### config.mk
export PLATFORM = sky130hd
export DESIGN_NAME = cp0_exception_unit
export DESIGN_NICKNAME = d
export VERILOG_FILES = /design/src/rtl/cp0_exception_unit.sv
export SDC_FILE = /design/constraint.sdc
export NUM_CORES = 1
export LEC_CHECK = 0
export ABC_AREA = 0
export CORE_MARGIN = 2
export CORE_UTILIZATION = 30
export DETAILED_ROUTE_END_ITERATION = 16
export PLACE_DENSITY_LB_ADDON = 0.15
export SLEW_MARGIN = 15
export SYNTH_ARGS = -nofsm -noshare
export SYNTH_HDL_FRONTEND = slang
export SYNTH_SLANG_ARGS = --single-unit
export TNS_END_PERCENT = 50
### constraint.sdc
create_clock -name clk_i -period 2.3 [get_ports clk_i]
set_input_delay 0.345 -clock clk_i [delete_from_list [all_inputs] [get_ports clk_i]]
set_output_delay 0.345 -clock clk_i [all_outputs]
set_load 0.01 [all_outputs]
### src/rtl/cp0_exception_unit.sv
// Coprocessor-0 responder: holds STATUS/CAUSE/EPC, arbitrates syscall traps against
// external interrupts and issues a registered one-cycle redirect+flush to fetch.
module cp0_exception_unit #(
  parameter logic [31:0] EXC_VECTOR = 32'h0000_0800,
  parameter int          IRQ_W      = 3
) (
  input  logic             clk_i,
  input  logic             rst_n_i,
  input  logic             instr_valid_i,
  input  logic [31:0]      pc_i,
  input  logic             syscall_i,
  input  logic             eret_i,
  input  logic             mtc0_i,
  input  logic             mfc0_i,
  input  logic [4:0]       cp0_addr_i,
  input  logic [31:0]      cp0_wdata_i,
  input  logic [IRQ_W-1:0] irq_i,
  output logic [31:0]      cp0_rdata_o,
  output logic             redirect_valid_o,
  output logic [31:0]      redirect_pc_o,
  output logic             flush_o,
  output logic             exl_o,
  output logic [31:0]      epc_o
);

  localparam logic [4:0] ADDR_STATUS = 5'd12;
  localparam logic [4:0] ADDR_CAUSE  = 5'd13;
  localparam logic [4:0] ADDR_EPC    = 5'd14;
  localparam logic [4:0] EXC_INT     = 5'd0;
  localparam logic [4:0] EXC_SYS     = 5'd8;

  typedef enum logic {S_RUN, S_REDIR} state_e;

  state_e           state_q;
  logic             ie_q, exl_q;
  logic [IRQ_W-1:0] im_q, ip_q;
  logic [4:0]       exc_code_q;
  logic [31:0]      epc_q, redirect_pc_q;
  logic             redirect_valid_q;

  logic        int_pend, accept;
  logic        take_sys, take_eret, take_int, take_mtc0;
  logic [31:0] epc_sys_d;
  logic [31:0] status_w, cause_w;

  assign int_pend  = ie_q & ~exl_q & (|(ip_q & im_q));
  assign accept    = instr_valid_i & (state_q == S_RUN);
  assign take_sys  = accept & syscall_i;
  assign take_eret = accept & ~syscall_i & eret_i;
  assign take_int  = accept & ~syscall_i & ~eret_i & int_pend;
  assign take_mtc0 = accept & ~syscall_i & ~eret_i & ~int_pend & mtc0_i;
  assign epc_sys_d = pc_i + 32'd4;

  always_ff @(posedge clk_i) begin
    if (!rst_n_i) begin
      state_q          <= S_RUN;
      ie_q             <= 1'b0;
      exl_q            <= 1'b0;
      im_q             <= '0;
      ip_q             <= '0;
      exc_code_q       <= '0;
      epc_q            <= '0;
      redirect_pc_q    <= '0;
      redirect_valid_q <= 1'b0;
    end else begin
      ip_q             <= irq_i;
      redirect_valid_q <= 1'b0;
      if (state_q == S_REDIR) begin
        state_q <= S_RUN;
      end else if (take_sys) begin
        epc_q            <= epc_sys_d;
        exc_code_q       <= EXC_SYS;
        exl_q            <= 1'b1;
        redirect_pc_q    <= EXC_VECTOR;
        redirect_valid_q <= 1'b1;
        state_q          <= S_REDIR;
      end else if (take_eret) begin
        exl_q            <= 1'b0;
        redirect_pc_q    <= epc_q;
        redirect_valid_q <= 1'b1;
        state_q          <= S_REDIR;
      end else if (take_int) begin
        // Interrupted instruction is not executed, so it restarts at its own PC.
        epc_q            <= pc_i;
        exc_code_q       <= EXC_INT;
        exl_q            <= 1'b1;
        redirect_pc_q    <= EXC_VECTOR;
        redirect_valid_q <= 1'b1;
        state_q          <= S_REDIR;
      end else if (take_mtc0) begin
        if (cp0_addr_i == ADDR_STATUS) begin
          ie_q  <= cp0_wdata_i[0];
          exl_q <= cp0_wdata_i[1];
          im_q  <= cp0_wdata_i[8 +: IRQ_W];
        end else if (cp0_addr_i == ADDR_EPC) begin
          epc_q <= cp0_wdata_i;
        end
      end
    end
  end

  always_comb begin
    status_w              = '0;
    status_w[0]           = ie_q;
    status_w[1]           = exl_q;
    status_w[8 +: IRQ_W]  = im_q;
    cause_w               = '0;
    cause_w[6:2]          = exc_code_q;
    cause_w[8 +: IRQ_W]   = ip_q;
    cp0_rdata_o           = '0;
    if (mfc0_i) begin
      case (cp0_addr_i)
        ADDR_STATUS: cp0_rdata_o = status_w;
        ADDR_CAUSE:  cp0_rdata_o = cause_w;
        ADDR_EPC:    cp0_rdata_o = epc_q;
        default:     cp0_rdata_o = '0;
      endcase
    end
  end

  // Reset asserted during the redirect cycle suppresses the pulse already in flight.
  assign redirect_valid_o = redirect_valid_q & rst_n_i;
  assign flush_o          = redirect_valid_o;
  assign redirect_pc_o    = redirect_pc_q;
  assign exl_o            = exl_q;
  assign epc_o            = epc_q;

endmodule
==> flow_summary_export.csv <==
group,metric,value,unit
floorplan,die_h,120,µm
floorplan,die-area,0.0145,mm²
global_route,overflow,0,
route,wl,16.1,mm
floorplan,rows,42,
finish,diodes,0,
floorplan,initial_core_util,30.7,%
route,firstDrtPassIters,5,
worst_setup_path,r2r_slack,130,ps
placed_design,place_congestion,0.895,
timing,setup_viol,0,
timing,max-slew-margin-rel,58.8,%
worst_setup_path,reg2reg_to,"epc_o[12]$_SDFFE_PN0P_",
timing,rsz0062_at_grt,"yes",
route,via_per_inst,5.13,
clocking,cts_hold_buf,0,
worst_setup_path,cp_max_fo,13,
synth,synth_top_cell_by_area,"dfxtp_1",
timing,hold_viol_final,0,
synth,syn_area,0.00407,mm²
timing,maxSlewViolCount,0,
global_route,antenna_found_initial,0,
worst_setup_path,critPathCaptureType,"register",
finish,final_common_cell,"clkdlybuf4s50_1",
synth,synth_top_area_share,36.4,%
route,vias,4724,
timing,tns,0,ps
worst_setup_path,worstSetupPathType,"in2reg",
finish,fillers,1293,
worst_setup_path,cp-startpoint,"syscall_i",
clocking,cts_tree,"done",
clocking,clk_latency,340,ps
timing,fin_crit_sh,98.4,%
finish,final_area,0.00691,mm²
clocking,cts.sinks,74,
worst_setup_path,cp.arrival,2550,ps
global_route,grt.total_usage,21.4,%
floorplan,die_w,120,µm
power,leakagePower,0.00280,µW
timing,worst_slew_pin_slew,616,ps
route,ant_nets,0,
clocking,htreeDepth,3,
hold_path,hp-class,"reg2reg",
global_route,grt_pass1_wl,24.3,mm
synth,ys_seq_elements,74,
floorplan,pin_count,178,
route,drt_iter0_drc,278,
timing,finClkSkew,4.47,ps
finish,mostFrequentLayoutCells,"clkdlybuf4s50_1, buf_4, dfxtp_1",
worst_setup_path,rr_worst_depth,8,
synth,synth_ff_type,"dfxtp_1",
finish,finalNonFillerCells,920,
synth,syn-num-nets,594,
placed_design,post_dp_cell_area,0.00653,mm²
power,power-per-cell-area,515,mW/mm²
worst_setup_path,worstPathRequired,2580,ps
power,ir_worst_vdd,0.275,mV
finish,area_growth,69.7,%
synth,synth_cells,514,
global_route,grt_pass1_vias,4649,
synth,synth.area.top_cells,"dfxtp_1, nand3_1, a21boi_0",
route,drcViolationCount,0,
worst_setup_path,endpoint,"epc_o[17]$_SDFFE_PN0P_",
synth,synth_edf_count,0,
finish,nNetsFinal,819,
placed_design,hpwl,12.2,mm
global_route,grt_max_degree,53,
synth,async_flop_share,0,%
worst_setup_path,startpoint_type,"primary input",
timing,min_period,2260,ps
worst_setup_path,reg2reg_from,"im_q[0]$_SDFFE_PN0P_",
floorplan,coreArea,0.0132,mm²
clocking,clockBufferDepth,2,
route,drt-wirelength-per-cell,17.5,µm
finish,post-route-util,52.2,%
synth,synth_cell_types,58,
synth,avgSynthCellArea,7.92,µm²
finish,drive_gt1_share,16.1,%
synth,yosys_warnings,0,
outcome,outcome,"completed",
clocking,clockRootBuffer,"clkbuf_16",
synth,yosysSeqAreaShare,36.4,%
run,max_cap_viol_count,0,
clocking,clk_pin_slew,60,ps
timing,max_clock_freq,442,MHz
placed_design,placed_cells_incl_taps,902,
clocking,cts_buffers,9,
placed_design,numPortBuffers,177,
-- cell usage after synthesis (7+ instances only) --
| library cell | instances |
|---|---|
| dfxtp_1 | 74 |
| nand2_1 | 66 |
| nand3_1 | 61 |
| clkbuf_1 | 37 |
| a21boi_0 | 34 |
| o21ai_0 | 29 |
| and3_1 | 27 |
| nor2_1 | 19 |
| a21oi_1 | 18 |
| and2_1 | 11 |
| a211oi_1 | 10 |
| mux2i_1 | 9 |
| nand4_1 | 9 |
| nor2b_1 | 9 |
| o31ai_1 | 9 |
| nor3_1 | 7 |
-- worst min path at each step --
stage / from / endpoint / slack (ps) / cells past startpoint
5_1_grt: redirect_pc_o[26]$_SDFFE_PN0P_ / redirect_pc_o[26]$_SDFFE_PN0P_ / 500 / 2
6_report: redirect_pc_o[0]$_SDFFE_PN0P_ / redirect_pc_o[0]$_SDFFE_PN0P_ / 480 / 2
2_1_floorplan: irq_i[0] / ip_q[0]$_SDFF_PN0_ / 470 / 1
3_3_place_gp: redirect_pc_o[15]$_SDFFE_PN0P_ / redirect_pc_o[15]$_SDFFE_PN0P_ / 460 / 2
4_1_cts: redirect_pc_o[6]$_SDFFE_PN0P_ / redirect_pc_o[6]$_SDFFE_PN0P_ / 480 / 2
3_5_place_dp: redirect_pc_o[16]$_SDFFE_PN0P_ / redirect_pc_o[16]$_SDFFE_PN0P_ / 470 / 2
-- sequential cells by signal, summed over array words and instances (netlist names) --
signal	cells
exc_code_q	1
exl_o	1
redirect_valid_q	1
ie_q	1
im_q	3
ip_q	3
epc_o	32
redirect_pc_o	32
-- power by group --
group          switching (µW)  total (µW)  internal, µW
clock network             558        1530           976
logic                     284         642           358
registers                50.2        1380          1330
-- worst max-delay path: stages --
cell,delay [ps]
clkdlybuf4s50_1,420
or4b_4,560
or3_4,410
buf_4,170
nand3_4,110
nand2_4,150
a2111oi_4,230
a31o_1,130
-- cell families (layout without fill, tap and decap cells) --
logic type | after synthesis | in the layout | share of synthesized area [%]
AOI/OAI and AO/OA | 141 | 141 | 23.9
xor gates and xnor gates | 6 | 6 | 1.29
adders and majority gates | 1 | 1 | 0.307
buffers and inverters | 46 | 275 | 4.86
DFF | 74 | 74 | 36.4
muxes | 13 | 13 | 3.32
and+or+nand+nor | 233 | 234 | 30.0
-- layout make-up --
| type | count | area (µm²) | share of cell area, % |
|---|---|---|---|
| clock buffers | 11 | 243 | 3.51 |
| clock inverters | 5 | 77.6 | 1.12 |
| inverters | 2 | 7.51 | 0.109 |
| multi-input cells | 395 | 2460 | 35.6 |
| flip-flops and latches | 74 | 1480 | 21.5 |
| well taps | 176 | 220 | 3.19 |
| repair buffers | 257 | 2410 | 35.0 |
-- repair_timing --
| action | CTS | global route |
|---|---|---|
| gates resized for setup | 35 | 20 |
| setup endpoints to repair | 44 | 34 |
| pin swaps | 8 | 2 |
| cloned | 0 | 1 |
| buffers inserted | 1 | 0 |
-- per-stage QoR --
stage          setup WS, ps  hold slack [ps]  power [µW]
5_1_grt               -31.1              499        3690
4_1_cts                -174              479        3570
3_5_place_dp           -342              471        2040
3_3_place_gp           -268              462        2030
2_1_floorplan           294              472        1620
6_report               37.0              475        3560
-- per-layer routing --
layer | wire (µm) | share of wire [%] | GRT usage (%) | vias to the layer above
met5 | 0 | 0 | 0 | -
met4 | 316 | 2.0 | 7.12 | 0
met3 | 693 | 4.3 | 3.58 | 23
met2 | 7770 | 48 | 35.9 | 129
met1 | 7300 | 45 | 27.9 | 2232
li1 | - | - | - | 2340
No activity file was read; power rests on OpenSTA's default activity.
